$ cat config.mk
export PLATFORM = sky130hd
export DESIGN_NAME = elastic_reg_pipe
export DESIGN_NICKNAME = d
export VERILOG_FILES = /design/src/rtl/elastic_reg_pipe.sv
export SDC_FILE = /design/constraint.sdc
export NUM_CORES = 1
export LEC_CHECK = 0
export ABC_CLOCK_PERIOD_IN_PS = 2600
export CAP_MARGIN = 0
export CELL_PAD_IN_SITES_DETAIL_PLACEMENT = 1
export CELL_PAD_IN_SITES_GLOBAL_PLACEMENT = 1
export CORE_MARGIN = 4
export CORE_UTILIZATION = 38
export CTS_BUF_LIST = sky130_fd_sc_hd__clkbuf_16
export DETAILED_ROUTE_END_ITERATION = 6
export MAX_ROUTING_LAYER = met4
export PLACE_DENSITY_LB_ADDON = 0.1
export SYNTH_ARGS = -nofsm -noshare
export SYNTH_HDL_FRONTEND = slang
export SYNTH_SLANG_ARGS = --single-unit
$ cat constraint.sdc
create_clock -name clk -period 2.6 [get_ports clk]
set_input_delay 0.52 -clock clk [delete_from_list [all_inputs] [get_ports clk]]
set_output_delay 0.52 -clock clk [all_outputs]
set_load 0.03 [all_outputs]
$ cat src/rtl/elastic_reg_pipe.sv
// -----------------------------------------------------------------------------
// elastic_reg_pipe
//   Chain of DEPTH valid/ready register stages. An empty stage always accepts
//   data from upstream, so bubbles close up even while the output is stalled.
//   With out_ready=1 the chain sustains one transfer per cycle.
//
// Parameters
//   WIDTH    data width in bits (1..64)
//   DEPTH    number of register stages (1..16)
//   RST_VAL  value loaded into every data register on reset or flush
//
// Ports
//   clk        clock; all state updates on the rising edge
//   areset     asynchronous, active-high reset; empties the pipe
//   flush      synchronous clear, active-high; overrides all handshakes
//   in_valid   upstream data valid
//   in_ready   stage 0 can take in_data this cycle (combinational)
//   in_data    upstream data
//   out_valid  last stage holds valid data (registered)
//   out_ready  downstream accepts out_data
//   out_data   data from the last stage (registered)
//   occ        number of valid stages (only with ELASTIC_REG_PIPE_OCC_EN)
//
// Build option
//   ELASTIC_REG_PIPE_OCC_EN  when defined, adds the registered occ output.
// -----------------------------------------------------------------------------
module elastic_reg_pipe #(
  parameter int unsigned      WIDTH   = 8,
  parameter int unsigned      DEPTH   = 2,
  parameter logic [WIDTH-1:0] RST_VAL = '0
) (
  input  logic             clk,
  input  logic             areset,
  input  logic             flush,
  input  logic             in_valid,
  output logic             in_ready,
  input  logic [WIDTH-1:0] in_data,
  output logic             out_valid,
  input  logic             out_ready,
  output logic [WIDTH-1:0] out_data
`ifdef ELASTIC_REG_PIPE_OCC_EN
  ,
  output logic [$clog2(DEPTH+1)-1:0] occ
`endif
);

  localparam int unsigned OCC_W = $clog2(DEPTH + 1);

  // Elaboration-time parameter range guard.
  if (WIDTH < 1 || WIDTH > 64) begin : g_bad_width
    $error("elastic_reg_pipe: WIDTH must be in 1..64");
  end
  if (DEPTH < 1 || DEPTH > 16) begin : g_bad_depth
    $error("elastic_reg_pipe: DEPTH must be in 1..16");
  end

  // Stage state: v_q[i]/d_q[i] is stage i; index 0 faces the input.
  logic [DEPTH-1:0] v_q;
  logic [DEPTH-1:0] v_d;
  logic [WIDTH-1:0] d_q [DEPTH];
  logic [WIDTH-1:0] d_d [DEPTH];

  // What each stage sees from upstream: the input port for stage 0,
  // the previous stage otherwise.
  logic [DEPTH-1:0] up_v;
  logic [WIDTH-1:0] up_d [DEPTH];

  // rdy[i]: stage i may load this edge; rdy[DEPTH] is the downstream ready.
  logic [DEPTH:0] rdy;

  // Upstream view per stage.
  always_comb begin
    up_v    = '0;
    up_v[0] = in_valid;
    up_d[0] = in_data;
    for (int i = 1; i < int'(DEPTH); i++) begin
      up_v[i] = v_q[i-1];
      up_d[i] = d_q[i-1];
    end
  end

  // Ready ripples back from the output: a stage can load when it is empty
  // or when its own content is leaving this edge.
  always_comb begin
    rdy        = '0;
    rdy[DEPTH] = out_ready;
    for (int i = int'(DEPTH) - 1; i >= 0; i--) begin
      rdy[i] = !v_q[i] || rdy[i+1];
    end
  end

  assign in_ready = rdy[0] && !flush;

  // Next-state: flush clears everything; otherwise each ready stage takes
  // upstream valid, and its data only when that valid is set (data holds
  // across bubbles so the register does not toggle needlessly).
  always_comb begin
    v_d = v_q;
    d_d = d_q;
    if (flush) begin
      v_d = '0;
      for (int i = 0; i < int'(DEPTH); i++) begin
        d_d[i] = RST_VAL;
      end
    end else begin
      for (int i = 0; i < int'(DEPTH); i++) begin
        if (rdy[i]) begin
          v_d[i] = up_v[i];
          if (up_v[i]) begin
            d_d[i] = up_d[i];
          end
        end
      end
    end
  end

  // Stage registers.
  always_ff @(posedge clk or posedge areset) begin
    if (areset) begin
      v_q <= '0;
      for (int i = 0; i < int'(DEPTH); i++) begin
        d_q[i] <= RST_VAL;
      end
    end else begin
      v_q <= v_d;
      d_q <= d_d;
    end
  end

  assign out_valid = v_q[DEPTH-1];
  assign out_data  = d_q[DEPTH-1];

`ifdef ELASTIC_REG_PIPE_OCC_EN
  // Occupancy is registered from the next-state valids so it moves on the
  // same edge as the stages themselves.
  logic [OCC_W-1:0] occ_q;
  logic [OCC_W-1:0] occ_d;

  always_comb begin
    occ_d = '0;
    for (int i = 0; i < int'(DEPTH); i++) begin
      occ_d = occ_d + OCC_W'(v_d[i]);
    end
  end

  always_ff @(posedge clk or posedge areset) begin
    if (areset) begin
      occ_q <= '0;
    end else begin
      occ_q <= occ_d;
    end
  end

  assign occ = occ_q;
`else
  // Keep OCC_W referenced in the default build.
  logic [OCC_W-1:0] occ_unused;
  assign occ_unused = '0;
`endif

endmodule

==> run metrics, run 1 <==
status complete, no violations; Sw Share 22.4%; Setup Fix Bufs, Post-CTS 0; Crit Path Max Fanout 9; Initial Util 40.7%; Wirelength per Cell 16.8 um; most numerous cell in the Yosys netlist dfrtp_1; NetSw 154 uW; mux cell area share after synthesis 0%; CP Launch Type primary input; Period minus WS final 2.08 ns; hold path cells 1; die area 0.00295 mm2; TritonCTS Buffers 3; Internal 533 uW; CP delay by family, top buffers and inverters; syn nets 85; first-pass GRT wire length 3220 um; top cell type's share of synthesized area 55.3%; Compound-Gate Fraction of Synth Area 22.3%; Vias per Instance 5.36; Final period util 80.0%; Slowest-stage cell, CP clkdlybuf4s50_1; Finished Layout Cells 115; RD Place Congestion 0.747; Max Freq 481 MHz; post-synth top area cell dfrtp_1; die height 54.3 um; H-tree depth 1; simple-gate portion of the synthesized area 11.7%; total grt overflow 0; Setup crit end kind output pin; layout cell share with drive strength beyond 1 10.2%; DRT Pass-1 Iters 4; Clock Latency Late Sink 0.25 ns; Std-Cell Rows 16; Std-Cell Core Area 0.00200 mm2; Core Util, Final 53.8%; Syn Inst Count 72; syn avg cell area 11.3 um2; antenna-violating nets left 0; post-synthesis xor/xnor area fraction 0%; synth top area cells dfrtp_1, a22o_1, buf_4, a21oi_1, nand3_1; R2R Path End d_q[10]; Synth warnings 0; initial antenna violation count 0; CTS Hold Buffers Added 0; post_cts resized 0; global-route usage over all layers 16.2%; Comb pwr share 11.0%; Ports 23; worst hold start d_q[12]; Reg clk slew, reported paths 0.05 ns; Leak Pwr 0.000475 uW; Reg2Reg Setup Slack 1.20 ns; Layout area overhead 32.1%; peak supply drop 0.315 mV; drt initial violations 5; RR Startpoint v_q[0]; synth cell count leaders dfrtp_1, a21oi_1, buf_4; worst reg2reg path depth 3; Fin. Hold Viols 0; Max Slew Vio Count 0; number of synthesized flops with an enable pin 0; Slew headroom 53.6%; total clock sinks 18; Clock Power Share 44.9%; combinational family with the most area after synthesis compound AO/OA/AOI/OAI gates; Synth Area in Adders 0%; critical path class primary input to output pin; IO buf count 22; Setup Viol. Count Final 0; HP Class flip-flop to flip-flop; Most used DFF post-synth dfrtp_1; CP max stage delay 0.49 ns; cell-by-cell trace of the critical path clkdlybuf4s50_1 -> and2b_4 -> a21oi_1 -> buf_4; final net count 102; Worst Tran Pin Value 0.696 ns; Buf/Inv on CP 2; TritonCTS clock tree done; RSZ-0062 raised after global routing false; #FFs+latches synth 18; Root Buffer clkbuf_16; Synth async-reset ratio 100%; register area share after synthesis 55.3%; largest net degree at the start of global routing 19; DRC 0; ANT cells 0; synth unique cells 14; cell area after synthesis 815 um2; Flop pwr share 44.1%; setup TNS 0 ns; Post-Place Cells 111; Routed WL 1930 um; number of max-cap violations 0; Critical Path RT 2.08 ns; Setup Skew 0.00284 ns; vias in the first global route 623; total number of vias 616; Die W 54.3 um; critical path arrival 1.56 ns; Worst Hold End d_q[12]; power per cell area 639 mW/mm2; largest buffer count on any clock path 2
==> worst max path at each step <==
stage | start | to | slack (ns) | depth (start not counted)
final | out_ready | in_ready | 0.52 | 4
after global routing | out_ready | in_ready | 0.45 | 4
after CTS | out_ready | in_ready | 0.51 | 4
after detailed placement | out_ready | in_ready | 0.52 | 4
after global placement | out_ready | in_ready | 0.55 | 4
after floorplan | v_q[1] | in_ready | 0.80 | 2
==> per-stage QoR <==
step	total power [uW]	hold slack (ns)	area [um2]	setup slack [ns]
floorplan	348	0.459	815	0.804
CTS	692	0.511	1080	0.514
detailed placement	384	0.498	997	0.516
global placement	382	0.491	997	0.545
global route	711	0.525	1080	0.452
finish	687	0.506	1080	0.520
==> kinds of logic after synthesis <==
kind of cell,count (synthesis)
simple gates,12
flops,18
buf+inv,14
compound gates,28
==> power groups by stage <==
| stage | sequential (uW) | clock (uW) | combinational (uW) |
|---|---|---|---|
| after floorplan | 304 | 0 | 44.0 |
| after global placement | 307 | 0 | 74.7 |
| after detailed placement | 308 | 0 | 76.6 |
| after CTS | 303 | 311 | 77.3 |
| after global routing | 305 | 324 | 82.8 |
| final | 303 | 308 | 75.9 |
==> flip-flops by register name (all words and copies together), names as in the netlist <==
signal / count
v_q: 2
d_q: 8
out_data: 8
==> area by class of cell <==
class	count	area, um2
clock inverter	1	3.75
clock buffer	3	75.1
inverter	3	11.3
multi-input combinational	40	277
sequential	18	450
tap	27	33.8
fill	225	926
timing repair buffer	23	225
==> cell usage in the layout, fill, tap and decap left out <==
cell type        netlist  routed
nand3b_4               1       1
o21ai_0                8       8
clkdlybuf4s50_1        0      21
inv_1                  3       3
a21oi_1               11      11
a22o_1                 8       8
dfrtp_1               18      18
a21oi_4                1       1
buf_4                  9       2
nand2b_1               1       1
nor3b_4                1       1
clkinv_1               0       1
clkbuf_16              0       3
and2b_4                1       1
nand3_1                8       8
==> worst register-to-register path, delay by kind of cell, from the launching register on <==
family,cells,cell delay [ns]
AND/OR/NAND/NOR,2,0.57
AO/OA/AOI/OAI,1,0.23
flip-flops,1,0.53
==> metal layers <==
metal / track usage (%) / part of all wire (%) / routed length, um / vias up
met5: - / 0 / 0 / -
met1: 19.4 / 41 / 790 / 310
li1: - / - / - / 285
met2: 27.1 / 53 / 1030 / 18
met3: 3.54 / 4.7 / 91 / 3
met4: 4.98 / 1.2 / 24 / 0
Power figures use the tool's default switching activity.
==> run 2: changes to the inputs <==
--- a/config.mk
+++ b/config.mk
@@ -5,12 +5,12 @@
 export SDC_FILE = /design/constraint.sdc
 export NUM_CORES = 1
 export LEC_CHECK = 0
-export ABC_CLOCK_PERIOD_IN_PS = 2600
+export ABC_CLOCK_PERIOD_IN_PS = 1900
 export CAP_MARGIN = 0
 export CELL_PAD_IN_SITES_DETAIL_PLACEMENT = 1
 export CELL_PAD_IN_SITES_GLOBAL_PLACEMENT = 1
 export CORE_MARGIN = 4
-export CORE_UTILIZATION = 38
+export CORE_UTILIZATION = 32
 export CTS_BUF_LIST = sky130_fd_sc_hd__clkbuf_16
 export DETAILED_ROUTE_END_ITERATION = 6
 export MAX_ROUTING_LAYER = met4
==> constraint.sdc (replaced) <==
create_clock -name clk -period 1.9 [get_ports clk]
set_input_delay 0.38 -clock clk [delete_from_list [all_inputs] [get_ports clk]]
set_output_delay 0.38 -clock clk [all_outputs]
set_load 0.03 [all_outputs]
==> run 2 against run 1 <==
Effect of this change: clock skew shrank 0.0011 ns; core utilization shrank 8.8 points; setup slack lost 0.41 ns; combinational power grew 38%; wire length shrank 16%; clock-buffer cell count is the same; sequential power grew 37%; via count shrank 3.9%; global-route usage shrank 4.7 points; register-to-register slack lost 0.59 ns; critical endpoint unchanged; critical path type unchanged.
==> run metrics, run 2 (synthesis results as in run 1) <==
dpl cell area 0.00102 mm2; Internal 733 uW; R2R Path End d_q[15]; final net count 105; total number of vias 592; NetSw 204 uW; CTS Hold Buffers Added 0; Wirelength per Cell 13.4 um; CP max stage delay 0.48 ns; Root Buffer clkbuf_16; GR Layer Usage met3 3.29%; die area 0.00342 mm2; total clock sinks 18; Slew headroom 75.3%; TritonCTS clock tree done; met1 usage 14.8%; fillers 265; cell-by-cell trace of the critical path clkdlybuf4s50_1 -> and2b_4 -> a21oi_1 -> buf_4; Die W 58.5 um; status complete, no violations; DRC 0; DRT Pass-1 Iters 4; Detailed Place HPWL 1230 um; largest net degree at the start of global routing 19; Worst Tran Pin Value 0.371 ns; IO buf count 22; Clock Power Share 44.6%; Place WS 0.0657 ns; global-route usage over all layers 11.5%; Reg clk slew, reported paths 0.05 ns; RR Startpoint v_q[0]; design area 0.00110 mm2; antenna-violating nets left 0; total grt overflow 0; die height 58.5 um; Setup Fix Bufs, Post-CTS 0; Setup crit end kind output pin; critical path arrival 1.41 ns; Setup Viol. Count Final 0; Slowest-stage cell, CP clkdlybuf4s50_1; commonest non-fill, non-tap cells in the layout clkdlybuf4s50_1, dfrtp_1, a21oi_1; Setup Skew 0.00173 ns; HP Class primary input to async pin; Vias per Instance 4.89; initial antenna violation count 0; Max Slew Vio Count 0; drt initial violations 8; Critical Path RT 1.52 ns; Max Freq 559 MHz; vias in the first global route 569; post_cts resized 0; GR peak layer met2; power per cell area 850 mW/mm2; setup TNS 0 ns; peak supply drop 0.452 mV; Flop pwr share 44.2%; worst reg2reg path depth 3; Comb pwr share 11.2%; most common cell after layout, fill and taps aside clkdlybuf4s50_1; Std-Cell Rows 18; RSZ-0062 raised after global routing false; largest buffer count on any clock path 2; M2 GR Usage 15.9%; Routed WL 1630 um; Fin. Hold Viols 0; H-tree depth 1; Clock Latency Late Sink 0.25 ns; TritonCTS Buffers 3; Final period util 94.1%; Finished Layout Cells 121; Layout area overhead 35.3%; Ports 23; Std-Cell Core Area 0.00245 mm2; Initial Util 33.2%; layout cell share with drive strength beyond 1 13.2%; CP Launch Type primary input; number of max-cap violations 0; RD Place Congestion 0.707; first-pass GRT wire length 2830 um; Reg2Reg Setup Slack 0.61 ns; Crit Path Max Fanout 3; Total Power 937 uW; critical path class primary input to output pin; Sw Share 21.7%; Post-Place Cells 117; ANT cells 0; PnR worst setup slack 0.111 ns; Period minus WS final 1.79 ns; Leak Pwr 0.000490 uW
==> run 2: area by class of cell <==
class / count / area [um2] / share of cell area (%)
flip-flops and latches: 18 / 450 / 40.9
multi-input cells: 40 / 277 / 25.1
repair buffers: 26 / 248 / 22.5
clock buffers: 3 / 75.1 / 6.81
well taps: 30 / 37.5 / 3.41
inverters: 3 / 11.3 / 1.02
clock inverters: 1 / 3.75 / 0.341
==> run 2: routing by layer <==
layer | wire length [um] | vias to the layer above
met5 | 0 | -
met3 | 97 | 4
met1 | 755 | 281
met4 | 35 | 0
met2 | 736 | 18
li1 | - | 289
==> run 2: worst max-delay path: cells and delay by family <==
family | cells | cell delay (ns)
buf+inv | 2 | 0.67
simple gates | 1 | 0.20
compound gates | 1 | 0.16
==> run 2: worst max-delay path by stage <==
| stage | startpoint | to | slack [ns] | cells after the start |
|---|---|---|---|---|
| after detailed placement | out_ready | in_ready | 0.07 | 4 |
| after floorplan | v_q[1] | in_ready | 0.24 | 2 |
| after global routing | out_ready | in_ready | 0.04 | 4 |
| after global placement | out_ready | in_ready | 0.06 | 4 |
| after CTS | out_ready | in_ready | 0.1 | 4 |
| final | out_ready | in_ready | 0.11 | 4 |
==> run 2: through the flow <==
stage                     hold slack (ns)  utilization, %
final                               0.446            44.9
after floorplan                     0.319               -
after global placement              0.499            41.7
after CTS                           0.463            44.9
after detailed placement            0.501            41.7
after global routing                0.488            44.9
==> run 2: power groups by stage <==
stage	logic, uW	registers (uW)	clock network, uW
after floorplan	60.2	417	0
after global placement	107	420	0
after detailed placement	108	421	0
after CTS	108	414	429
after global routing	116	416	446
final	105	414	418
==> run 3: changes to the inputs <==
--- a/config.mk
+++ b/config.mk
@@ -12,6 +12,7 @@
 export CORE_MARGIN = 4
 export CORE_UTILIZATION = 32
 export CTS_BUF_LIST = sky130_fd_sc_hd__clkbuf_16
+export CTS_CLUSTER_SIZE = 16
 export DETAILED_ROUTE_END_ITERATION = 6
 export MAX_ROUTING_LAYER = met4
 export PLACE_DENSITY_LB_ADDON = 0.1
==> results of run 3 <==
The final DEF is identical to that of run 2; final timing and power are the same.
